==> src/rtl/cnn_sdiv_21s_7ns_14s.sv <==
// Sequential signed divider: 21-bit signed dividend by 7-bit unsigned divisor, one restoring
// quotient bit per cycle. Define CNN_SDIV_SAT_EN to saturate out-of-range quotients.
module cnn_sdiv_21s_7ns_14s #(
  parameter int ID         = 1,
  parameter int din0_WIDTH = 21,
  parameter int din1_WIDTH = 7,
  parameter int dout_WIDTH = 14
) (
  input  logic                  ap_clk,
  input  logic                  ap_rst_n,
  input  logic                  ap_start,
  input  logic [din0_WIDTH-1:0] din0,
  input  logic [din1_WIDTH-1:0] din1,
  output logic                  ap_done,
  output logic                  ap_idle,
  output logic                  ap_ready,
  output logic [dout_WIDTH-1:0] dout,
  output logic [7:0]            rem,
  output logic                  ovf
);

  if (din0_WIDTH != 21 || din1_WIDTH != 7 || dout_WIDTH != 14 || ID < 0) begin : g_bad_cfg
    $error("cnn_sdiv_21s_7ns_14s: unsupported configuration");
  end

  typedef enum logic [1:0] {StIdle, StCalc, StDone} state_e;

  state_e      state_q;
  logic [4:0]  cnt_q;
  logic [20:0] mag_q;   // dividend magnitude, shifted out MSB first; quotient shifts in
  logic [6:0]  r_q;
  logic [6:0]  d_q;
  logic        neg_q;

  logic [7:0]  r_shift;
  logic        qbit;
  logic [6:0]  r_next;
  logic [20:0] q_next;
  logic [13:0] q_low;
  logic        q_big;
  logic [13:0] lim;
  logic [13:0] dout_res;
  logic [7:0]  rem_res;
  logic        ovf_res;

  always_comb begin
    r_shift = {r_q, mag_q[20]};
    qbit    = r_shift >= {1'b0, d_q};
    // The true difference is below 128 whenever it is taken, so 7-bit arithmetic suffices.
    r_next  = qbit ? (r_shift[6:0] - d_q) : r_shift[6:0];
    q_next  = {mag_q[19:0], qbit};
    q_low   = neg_q ? (14'd0 - q_next[13:0]) : q_next[13:0];
    q_big   = neg_q ? (q_next > 21'd8192) : (q_next > 21'd8191);
    lim     = neg_q ? 14'h2000 : 14'h1fff;
    if (d_q == 7'd0) begin
      dout_res = lim;
      rem_res  = 8'd0;
      ovf_res  = 1'b1;
    end else begin
      rem_res  = neg_q ? (8'd0 - {1'b0, r_next}) : {1'b0, r_next};
      ovf_res  = q_big;
`ifdef CNN_SDIV_SAT_EN
      dout_res = q_big ? lim : q_low;
`else
      dout_res = q_low;
`endif
    end
  end

  always_ff @(posedge ap_clk or negedge ap_rst_n) begin
    if (!ap_rst_n) begin
      state_q <= StIdle;
      cnt_q   <= 5'd0;
      mag_q   <= 21'd0;
      r_q     <= 7'd0;
      d_q     <= 7'd0;
      neg_q   <= 1'b0;
      dout    <= '0;
      rem     <= 8'd0;
      ovf     <= 1'b0;
    end else begin
      unique case (state_q)
        StIdle: begin
          if (ap_start) begin
            neg_q   <= din0[20];
            mag_q   <= din0[20] ? (21'd0 - din0) : din0;
            d_q     <= din1;
            r_q     <= 7'd0;
            cnt_q   <= 5'd0;
            state_q <= StCalc;
          end
        end
        StCalc: begin
          mag_q <= q_next;
          r_q   <= r_next;
          cnt_q <= cnt_q + 5'd1;
          if (cnt_q == 5'd20) begin
            dout    <= dout_res;
            rem     <= rem_res;
            ovf     <= ovf_res;
            state_q <= StDone;
          end
        end
        StDone:  state_q <= StIdle;
        default: state_q <= StIdle;
      endcase
    end
  end

  assign ap_idle  = (state_q == StIdle);
  assign ap_done  = (state_q == StDone);
  assign ap_ready = (state_q == StDone);

endmodule

==> config.mk <==
export PLATFORM = sky130hd
export DESIGN_NAME = cnn_sdiv_21s_7ns_14s
export DESIGN_NICKNAME = d
export VERILOG_FILES = /design/src/rtl/cnn_sdiv_21s_7ns_14s.sv
export SDC_FILE = /design/constraint.sdc
export NUM_CORES = 1
export LEC_CHECK = 0
export ABC_AREA = 1
export BUFFER_PORTS_ARGS = -buffer_cell sky130_fd_sc_hd__buf_2
export CORE_MARGIN = 2
export CORE_UTILIZATION = 58
export CTS_CLUSTER_DIAMETER = 150
export DETAILED_ROUTE_END_ITERATION = 8
export PLACE_DENSITY = 0.91
export SYNTH_ARGS = -nofsm -noshare
export SYNTH_HDL_FRONTEND = slang
export SYNTH_SLANG_ARGS = --single-unit
==> constraint.sdc <==
create_clock -name ap_clk -period 2.9 [get_ports ap_clk]
set_input_delay 0.58 -clock ap_clk [delete_from_list [all_inputs] [get_ports ap_clk]]
set_output_delay 0.58 -clock ap_clk [all_outputs]
set_load 0.02 [all_outputs]
# Word level (Yosys, flattened, before mapping)
# Index checks and enable logic that the tools add are counted.
# word_totals
inputBits	31
ff_bits	66
# classes
n_eq_ne	5
add_sub_neg	5
n_lt_le_gt_ge	3
muxes	18
reduce_logical	7
# op_table
cell	n
14-bit 2-to-1 mux	3
21-bit 2-to-1 mux	2
21-bit case mux with 2 select lines	1
21-bit by 13-bit > comparator with 1-bit output, second input constant	1
21-bit by 14-bit > comparator with 1-bit output, second input constant	1
1-bit by 21-bit subtractor with 21-bit output, first input constant	1
8-bit 2-to-1 mux	2
7-bit 2-to-1 mux	2
7-bit case mux with 2 select lines	1
1-bit by 14-bit subtractor with 14-bit output, first input constant	1
5-bit case mux with 2 select lines	1
8-bit by 7-bit greater-or-equal comparator with 1-bit output	1
2-bit AND reduction	4
1-bit by 7-bit subtractor with 8-bit output, first input constant	1
7-bit zero test	1
7-bit subtractor	1
5-bit by 1-bit adder with 5-bit output, second input constant	1
5-bit equality test, second input constant	1
5-bit 2-to-1 mux	1
2-bit 2-to-1 mux	2
2-bit inequality test, second input constant	2
2-bit case mux with 2 select lines	1
2-bit by 1-bit equality test with 1-bit output, second input constant	1
2-bit equality test, second input constant	1
3 further kinds	4

# Depth between registers and ports, before layout
# depth
word_depth	5
ltp_mapped	19
mapped_depth_nobuf	19

# Worst setup path after synthesis
# No wires, ideal clock.
# synth_timing
kind	register to register
startpoint	register mag_q[20]
endpoint	register dout[12]
path_stages_with_launch	20
path_slack_ns	0.268
path_buffers	0
arrival_ns	2.512
synth_period_minus_slack_ns	2.632
setup_time_ns	0.120
cell_sequence	dfrtp_1 > inv_1 > ha_1 > inv_1 > fa_1 > nand3_1 > nand2_1 > nand2_1 > nand3_4 > inv_2 > ha_1 > nand4_1 > nor3_2 > nand2_1 > nor2_1 > a21oi_1 > nand2_1 > inv_1 > o21ai_1 > nand2_1
# synth_between
elab_chain_cells	4
# synth_rtl
item	line_no	rtl
start, declared	30	logic [20:0] mag_q;
start signal, assigned	86	mag_q <= din0[20] ? (21'd0 - din0) : din0;
start signal, assigned	94	mag_q <= q_next;
8-bit by 7-bit greater-or-equal comparator with 1-bit output	48	qbit = r_shift >= {1'b0, d_q};
1-bit by 14-bit subtractor with 14-bit output	52	q_low = neg_q ? (14'd0 - q_next[13:0]) : q_next[13:0];
14-bit 2-to-1 mux	52	
14-bit 2-to-1 mux	55	if (d_q == 7'd0) begin
end signal, assigned	98	dout <= dout_res;
end, declared	17	output logic [dout_WIDTH-1:0] dout,
# Every way passes these cells.
# A chain may end at the register's enable or synchronous reset.

# Worst setup path after layout
# Ends and elaborated chain as after synthesis.

==> flow_summary.toml <==
[pwr]
p_int_mw = 3.19
comb_power_share = 0.600
cellPowerDensity_nw_per_um2 = 1280
switchingPower_mw = 3.05
power_frac_seq = 0.271
totalPowerFinal_mw = 6.24
leakagePower_nw = 2.48
vdd_drop_max_mv = 0.649
switching_share = 0.489
p_clk_frac = 0.129

[detailed_routing]
firstDrtPassIters = 5
num_vias = 4067
wire_per_inst_um = 14.1
routed_wl_mm = 10.4
drtIter0Drc = 279
via_per_inst = 5.56
drc_errors = 0
ant_nets = 0

[global_routing]
grt.met2_usage = 0.448
gr-total-overflow = 0
use_met3 = 0.0536
grt_pass1_wl_mm = 16.7
grt_max_degree = 29
grt_usage = 0.271
antenna_found_initial = 0
busiest_layer = "met2"
grt_use_met1 = 0.361
grt_pass1_vias = 3770

[worst_setup_path]
worstSetupPathType = "reg -> reg"
critPathLaunchType = "register"
cp.arrival_ns = 2.93
endpoint_kind = "register"
required_ns = 3.13
crit_fanout = 3
r2r_slack_ns = 0.20

[yosys]
yosysTopAreaCellShare = 0.394
synth_cell_types = 43
ys_seq_area_frac = 0.394
synth_seq_cells = 66
synthTopCellsByArea = "dfrtp_1, nand2_1, inv_1"
synth_ff_type = "dfrtp_1"
syn-num-nets = 612
syn_avg_cell_area_sq_um = 7.40
synthCells = 567
synth_top_area_cell = "dfrtp_1"
ys_async_sr_fraction = 1.00
synth_warnings = 0
synthesis.area_sq_um = 4200
synth_edf_count = 0

[sta]
setup_viol_count_final = 0
slew_headroom = 0.420
clock_skew_ns = 0.0134
drv_slew = 0
finalCritPeriodShare = 0.930
clock.fmax_mhz = 371
setup_tns_ns = 0
rsz0062_at_grt = "false"
layout_min_cycle_time_ns = 2.70
tightest_slew_ns = 0.866
hold_viol_final = 0
hold_ws_ns = 0.266

[die]
core_sq_um = 7140
die_h_um = 89.1
start_util = 0.588
row_count = 31
die_w_um = 89.1
die-area_sq_um = 7930
pin_count = 57

[place]
dp_hpwl_mm = 7.65
port-buffer-count = 56
globalplace.congestion = 0.893

[clock_tree]
cts_tree = "yes"
clock-root-buffer = "clkbuf_8"
cts_num_sinks = 66
htree_levels = 3
clk_pin_slew_worst_paths_ns = 0.08
insertion_delay_ns = 0.34
cts_buffer_depth = 2
cts_buffers = 9

[run]
cap_violations = 0

[cells_and_area]
insertedDiodeCount = 0
drive_above_1_share = 0.183
area_delta_synth_final_pct = 16.2
final_nets = 674

[run_status]
status = "complete, no violations"

[hold_path]
worstHoldPathType = "in -> async"
Yosys cell counts (all sizes together), types with 6 or more instances:
cell type,count
inv,74
nand4,18
o21ai,48
ha,13
clkbuf,18
xor2,15
nor3,6
nand3,35
o22ai,7
dfrtp,66
a31oi,8
a21oi,9
nor2,56
a22oi,15
nand2,142
layer usage:
layer	share of wire	vias up	wire length [um]
met5	0	-	0
met4	0.015	0	151
met3	0.052	16	540
met2	0.48	146	4960
li1	-	2001	-
met1	0.45	1904	4700
path summary, 6_finish.rpt:
check                           startpoint         to  depth (start not counted)
worst max register to register   mag_q[20]   dout[12]                         19
worst min-delay path              ap_rst_n  mag_q[12]                          1
worst min register to register      rem[4]     rem[4]                          2
min in group ap_clk                din1[3]     d_q[3]                          3
max in group asynchronous         ap_rst_n     r_q[0]                          2
worst max-delay path             mag_q[20]   dout[12]                         19
power groups by stage:
stage | clock, mW | combinational [mW] | sequential, mW
2_1_floorplan | 0 | 2.59 | 1.75
4_1_cts | 0.811 | 3.62 | 1.68
5_1_grt | 0.860 | 4.20 | 1.74
6_report | 0.806 | 3.75 | 1.69
3_3_place_gp | 0 | 3.48 | 1.67
3_5_place_dp | 0 | 3.60 | 1.69
flip-flops by register name (all words and copies together) (netlist names):
name	count
cnt_q	5
d_q	7
dout	14
mag_q	21
neg_q	1
ovf	1
r_q	7
rem	8
state_q	2
worst max-delay path, cell delays in order (launching register included):
cell and delay [ns]:
dfrtp_1 0.39, inv_2 0.07, ha_2 0.17, inv_2 0.05
fa_2 0.37, nand3_2 0.08, nand2_2 0.09, nand2_2 0.10
nand3_4 0.07, inv_2 0.08, ha_4 0.13, nand4_1 0.15
nor3_2 0.23, nand2_1 0.12, nor2_2 0.16, a21oi_2 0.08
nand2_1 0.07, inv_1 0.04, o21ai_1 0.10, nand2_1 0.05
timing repair:
item	in CTS	in global routing
endpoints found under the setup margin	0	3
buffers inserted	0	3
hold buffers	0	0
resized for setup	0	11
area by class of cell:
| type | count | area [sq um] |
|---|---|---|
| fill | 589 | 2260 |
| multi-input combinational | 404 | 2200 |
| sequential | 66 | 1650 |
| timing repair buffer | 74 | 415 |
| inverter | 74 | 278 |
| clock buffer | 13 | 169 |
| tap | 99 | 124 |
| clock inverter | 2 | 35.0 |
logic make-up (layout without fill, tap and decap cells):
family,count (synthesis),count (layout),synth area share
xor gates and xnor gates,20,20,0.0417
AOI/OAI and AO/OA,102,102,0.150
adders and majority gates,14,14,0.0435
muxes,1,1,0.00239
buffers and inverters,97,163,0.0891
and+or+nand+nor,267,267,0.280
DFF,66,66,0.394
placed cells by master (no fill, tap or decap), types with 2 or more instances in the layout:
master and count:
nor2_1 50, nor4_1 3, o211ai_1 2, ha_1 11, nand4_1 18, xor2_1 15, o221ai_1 5, a31oi_1 8
nor3_1 5, inv_2 3, nor2_2 6, xnor2_1 5, nand2_1 134, buf_4 18, a22oi_1 15, nand3b_1 2
a21oi_1 7, or2_2 2, inv_1 71, nand3_1 33, nand2_2 8, o21ai_0 45, buf_2 56, o41ai_1 2
o21ai_1 3, clkbuf_8 12, o22ai_1 7, dfrtp_1 66
stage by stage:
stage / std cells / worst slack [ns] / utilization / area, sq um
final: 732 / 0.202 / 0.683 / 4880
after global routing: 732 / 0.0167 / 0.683 / 4880
after CTS: 729 / 0.106 / 0.675 / 4820
after detailed placement: 714 / 0.102 / 0.647 / 4620
after global placement: 714 / 0.231 / 0.647 / 4620
after floorplan: 567 / 0.268 / - / 4200
Note: power is estimated with default switching activity, not from simulation.
